## config.mk

```make
export PLATFORM = sky130hd
export DESIGN_NAME = ex_stage
export DESIGN_NICKNAME = d
export VERILOG_FILES = /design/src/rtl/ex_stage.sv
export SDC_FILE = /design/constraint.sdc
export NUM_CORES = 1
export LEC_CHECK = 0
export BUFFER_PORTS_ARGS = -buffer_cell sky130_fd_sc_hd__buf_2
export CORE_MARGIN = 3
export CORE_UTILIZATION = 40
export DETAILED_ROUTE_END_ITERATION = 16
export SYNTH_ARGS = -nofsm -noshare
export SYNTH_HDL_FRONTEND = slang
export SYNTH_SLANG_ARGS = --single-unit
```

## constraint.sdc

```tcl
create_clock -name clk -period 11.1 [get_ports clk]
set_clock_uncertainty 0.05 [all_clocks]
set_input_delay 2.775 -clock clk [delete_from_list [all_inputs] [get_ports clk]]
set_output_delay 2.775 -clock clk [all_outputs]
set_load 0.005 [all_outputs]
```

## src/rtl/ex_stage.sv

```systemverilog
// Execute stage: ALU, N/C/V/Z flag register, branch resolution.
// Define EX_MUL_EN to turn opcode 7 into an iterative 32x32 MUL.
module ex_stage (
    input  logic        clk,
    input  logic        rst_n,
    input  logic        stall_in,
    input  logic        hlt,
    input  logic        flush_in,
    input  logic [21:0] EX_PC_out,
    input  logic [31:0] EX_s_data,
    input  logic [31:0] EX_t_data,
    input  logic        EX_use_imm,
    input  logic [16:0] EX_imm,
    input  logic [2:0]  EX_alu_opcode,
    input  logic        EX_update_neg,
    input  logic        EX_update_carry,
    input  logic        EX_update_ov,
    input  logic        EX_update_zero,
    input  logic [2:0]  EX_branch_conditions,
    output logic [31:0] ex_result,
    output logic        ex_flag_n,
    output logic        ex_flag_c,
    output logic        ex_flag_v,
    output logic        ex_flag_z,
    output logic        ex_branch_taken,
    output logic [21:0] ex_branch_target,
    output logic        ex_stall
);

    logic [31:0] op_a;
    logic [31:0] op_b;
    logic [32:0] add_w;
    logic [32:0] sub_w;
    logic [4:0]  shamt;
    logic        c_new;
    logic        v_new;
    logic        wq;
    logic        cond;

`ifdef EX_MUL_EN
    typedef enum logic [1:0] {IDLE, BUSY, DONE} mul_state_t;

    mul_state_t  state;
    logic [31:0] mc_a;
    logic [31:0] mc_b;
    logic [31:0] prod;
    logic [1:0]  cnt;
    logic [1:0]  idx;
    logic [7:0]  b_byte;
    logic [31:0] pp;
    logic        is_mul;
    logic        hold;

    assign is_mul = (EX_alu_opcode == 3'd7);
    assign hold   = stall_in | hlt;
    assign idx    = cnt + 2'd1;
    assign b_byte = mc_b[{idx, 3'b000} +: 8];
    assign pp     = (mc_a * {24'b0, b_byte}) << {idx, 3'b000};

    // Busy from the cycle a MUL is first seen until its product is ready.
    assign ex_stall = (state == BUSY) |
                      ((state == IDLE) & is_mul & !flush_in);

    // Multiplier FSM: byte 0 on load, bytes 1..3 in BUSY, then DONE.
    always_ff @(posedge clk or negedge rst_n) begin
        if (!rst_n) begin
            state <= IDLE;
            cnt   <= 2'd0;
            mc_a  <= '0;
            mc_b  <= '0;
            prod  <= '0;
        end else if (flush_in) begin
            state <= IDLE;
            cnt   <= 2'd0;
            prod  <= '0;
        end else if (!hold) begin
            unique case (state)
                IDLE: begin
                    if (is_mul) begin
                        mc_a  <= op_a;
                        mc_b  <= op_b;
                        prod  <= op_a * {24'b0, op_b[7:0]};
                        cnt   <= 2'd0;
                        state <= BUSY;
                    end
                end
                BUSY: begin
                    prod <= prod + pp;
                    cnt  <= cnt + 2'd1;
                    if (cnt == 2'd2)
                        state <= DONE;
                end
                DONE: state <= IDLE;
                default: state <= IDLE;
            endcase
        end
    end
`else
    assign ex_stall = 1'b0;
`endif

    assign op_a  = EX_s_data;
    assign add_w = {1'b0, op_a} + {1'b0, op_b};
    assign sub_w = {1'b0, op_a} - {1'b0, op_b};
    assign shamt = op_b[4:0];

    // Operand B: register or sign-extended immediate.
    always_comb begin
        op_b = EX_t_data;
        if (EX_use_imm)
            op_b = {{15{EX_imm[16]}}, EX_imm};
    end

    // ALU result plus carry/overflow candidates.
    always_comb begin
        ex_result = add_w[31:0];
        c_new     = 1'b0;
        v_new     = 1'b0;
        unique case (EX_alu_opcode)
            3'd0: begin
                ex_result = add_w[31:0];
                c_new     = add_w[32];
                v_new     = (op_a[31] == op_b[31]) &
                            (add_w[31] != op_a[31]);
            end
            3'd1: begin
                ex_result = sub_w[31:0];
                c_new     = !sub_w[32];
                v_new     = (op_a[31] != op_b[31]) &
                            (sub_w[31] != op_a[31]);
            end
            3'd2: ex_result = op_a & op_b;
            3'd3: ex_result = op_a | op_b;
            3'd4: ex_result = op_a ^ op_b;
            3'd5: ex_result = op_a << shamt;
            3'd6: ex_result = op_a >> shamt;
`ifdef EX_MUL_EN
            3'd7: ex_result = prod;
`else
            3'd7: ex_result = $signed(op_a) >>> shamt;
`endif
            default: ex_result = add_w[31:0];
        endcase
    end

    assign wq = !stall_in & !hlt & !flush_in & !ex_stall;

    // Flag register: per-flag enables, gated by the write qualifier.
    always_ff @(posedge clk or negedge rst_n) begin
        if (!rst_n) begin
            ex_flag_n <= 1'b0;
            ex_flag_c <= 1'b0;
            ex_flag_v <= 1'b0;
            ex_flag_z <= 1'b0;
        end else if (wq) begin
            if (EX_update_neg)
                ex_flag_n <= ex_result[31];
            if (EX_update_carry)
                ex_flag_c <= c_new;
            if (EX_update_ov)
                ex_flag_v <= v_new;
            if (EX_update_zero)
                ex_flag_z <= (ex_result == 32'd0);
        end
    end

    // Branch condition on the committed flags.
    always_comb begin
        cond = 1'b0;
        unique case (EX_branch_conditions)
            3'd0: cond = 1'b0;
            3'd1: cond = ex_flag_z;
            3'd2: cond = !ex_flag_z;
            3'd3: cond = !ex_flag_z & !ex_flag_n;
            3'd4: cond = ex_flag_n;
            3'd5: cond = !ex_flag_n;
            3'd6: cond = ex_flag_n | ex_flag_z;
            3'd7: cond = 1'b1;
            default: cond = 1'b0;
        endcase
    end

    assign ex_branch_taken = cond & (EX_branch_conditions != 3'd0) &
                             !stall_in & !hlt & !flush_in;

    assign ex_branch_target = EX_PC_out + {{5{EX_imm[16]}}, EX_imm};

endmodule

```

==> metrics.md <==
| Metric | Value |
|---|---|
| Routed vias | `14043` |
| Post-detail-place hpwl | `44250 um` |
| Top-count cell post-synth | `nand2_1` |
| Vias in the first global route | `13367` |
| Slowest Stage Delay on Critical Path | `0.59 ns` |
| Gr usage total | `0.3495` |
| Dpl cell area | `12330 sq um` |
| Remaining antenna violation count | `0` |
| Layout cell share with drive strength beyond 1 | `0.1713` |
| Lkg Pwr | `0.005497 uW` |
| Reg clk slew, reported paths | `0.03 ns` |
| Gpl congestion | `1.054` |
| CTS tree | `built` |
| Worst Path Max Fanout | `21` |
| Routed wire length | `55310 um` |
| IO Count | `179` |
| Final Critical Period | `10.09 ns` |
| Initial antenna violation count | `2` |
| DR pass1 iterations | `6` |
| Layout area overhead | `11.47%` |
| Yosys top cell area share | `0.1528` |
| Die outline width | `172.8 um` |
| Diode count | `0` |
| Post-synth ARST share | `1.000` |
| Synth area leader | `ha_1` |
| Core area | `27180 sq um` |
| Setup crit start kind | `input port` |
| Flops & latches, synth | `4` |
| Nets | `2000` |
| Slew Viols, Final | `0` |
| Synth area leaders | `ha_1 15%, mux4_2 7.9%, a21oi_1 7.0%, mux2i_1 6.0%, nand2_1 5.4%` |
| Hold-fix buffers, CTS | `0` |
| Max-Cap Viols | `0` |
| Initial Util | `0.4097` |
| Final hold violation count | `0` |
| Syn Area/Cell | `6.865 sq um` |
| Remaining DRCs | `0` |
| Post-CTS Resized | `0` |
| Yosys warns | `0` |
| Worst-margin pin slew | `0.9532 ns` |
| Non-filler cells in the finished layout | `2112` |
| Met3 wire len | `5151 um` |
| Arrival @ worst endpoint | `7.26 ns` |
| Crit-path cells | `buf_2, and2_1, buf_4, a21oi_1, ha_1, or4_1, nor3_1, a21boi_1, nor3_2, a21oi_1, mux2i_1, a211o_1, buf_2` |
| CTS Buffer Depth | `2` |
| Design area | `12410 sq um` |
| Syn Nets | `1880` |
| Wire length on met1 | `21390 um` |
| Num CTS Buffers | `3` |
| Post-Synthesis Cells | `1622` |
| Worst path slowest cell | `or4_1` |
| Wirelength per Cell | `26.19 um` |
| RSZ-0062 raised after global routing | `no` |
| H-tree depth | `1` |
| Setup TNS | `0 ns` |
| Relative slew slack | `0.3564` |
| Final core occ | `0.4567` |
| First-pass GRT wire length | `82890 um` |
| Inst Count DP | `2108` |
| Setup bufs post-CTS | `0` |
| Final setup fails | `0` |
| Met2 wire len | `24600 um` |
| Pwr Total | `912.5 uW` |
| Post-Syn Area | `11130 sq um` |
| Pin count of the biggest net entering global routing | `51` |
| Hold Path Class | `register to register` |
| Root Driver | `clkbuf_16` |
| CP endpoint kind | `primary output` |
| Post-synth EDFFs | `0` |
| CTS Sinks | `4` |
| Clk_lat worst skew | `0.22 ns` |
| Commonest cells in the netlist | `160 x nand2_1, 156 x a21oi_1, 144 x nor2_1, 136 x ha_1, 107 x inv_1` |
| Uppermost layer routed | `met5` |
| Initial drt markers | `1654` |
| Post-synth cell types | `87` |
| Critical path class | `input port to primary output` |
| VDD IR max | `33.86 uV` |
| IO Port Bufs | `177` |
| PwrDens | `73.52 nW/um^2` |
| FMAX | `99.14 MHz` |
| Die height | `172.8 um` |
| Post-DR vias/cell | `6.649` |
| Sequential cell area fraction in the yosys report | `0.008990` |
| Primary FF master, synth | `dfrtp_1` |
| Status | `completed` |
| CP required | `8.28 ns` |
| Total gr overflow | `0` |
| Tcrit/Tclk final | `0.9087` |
| Die area | `29870 sq um` |
| Cell row count | `60` |
-- metrics by stage --
stage,hold slack [ns],setup WS (ns)
3_5_place_dp,0.4198,1.150
3_3_place_gp,0.4112,1.144
4_1_cts,0.4255,1.138
2_1_floorplan,0.4199,1.608
6_report,0.4201,1.014
5_1_grt,0.4451,0.7496
-- cell type report --
type / instances / area (sq um)
Sequential cell: 4 / 100.1
Fill cell: 2916 / 14760
Inverter: 113 / 424.2
Timing Repair Buffer: 210 / 1131
Clock buffer: 3 / 75.07
Multi-Input combinational cell: 1410 / 10220
Tap cell: 372 / 465.4
-- final timing paths --
path / startpoint / endpoint / slack, ns / cells past startpoint
setup / recovery: EX_use_imm / ex_result[27] / 1.01 / 13
hold / removal: ex_flag_v / ex_flag_v / 0.42 / 2
setup reg to reg: ex_flag_n / ex_flag_n / 10.25 / 1
hold reg to reg: ex_flag_v / ex_flag_v / 0.42 / 2
max in group asynchronous: rst_n / ex_flag_n / 8.58 / 1
min in group asynchronous: rst_n / ex_flag_c / 2.30 / 1
-- layout by cell type, fill, tap and decap left out, drive strengths merged, types with 15 or more instances in the layout --
cell    count
a21o       18
nor2b      22
nor3       66
a21oi     156
inv       110
xor2       16
xnor2      30
mux4       41
o211ai     29
o21ai      98
nand3      46
a31oi      26
nor2      144
and2       15
or2        18
a211oi     26
o22ai      29
ha        136
mux2i      74
buf       210
nand2     160
-- worst max-delay path: cells and delay by family --
| family | cells | cell delay [ns] |
|---|---|---|
| adders and majority gates | 1 | 0.39 |
| muxes | 1 | 0.14 |
| buffers and inverters | 3 | 0.98 |
| AOI/OAI and AO/OA | 4 | 1.46 |
| and+or+nand+nor | 4 | 1.49 |
-- logic make-up after synthesis --
logic type	after synthesis	synth area share
buf+inv	208	0.07664
flops	4	0.008990
other cells	1	0.0003368
simple gates	550	0.2342
compound gates	558	0.3312
fa+ha+maj	139	0.1582
mux	116	0.1543
xor+xnor	46	0.03618
-- flip-flops by register name (all words and copies together), names as in the netlist --
signal and count:
ex_flag_z 1, ex_flag_v 1, ex_flag_n 1, ex_flag_c 1
-- report_power, final --
part / switching, uW / total [uW] / leakage [uW] / internal, uW
Combinational: 533 / 838 / 0.00541 / 305
Sequential: 2.01 / 19.0 / 0.0000520 / 16.9
Clock: 9.79 / 55.8 / 0.0000370 / 46.0
Total: 545 / 912 / 0.00550 / 368
-- layer usage --
metal | GRT usage | up-vias
met5 | 0 | -
met4 | 0.2014 | 4
met3 | 0.05687 | 199
met2 | 0.5696 | 929
met1 | 0.4370 | 6556
li1 | - | 6355
(Power assumes the default switching activity.)
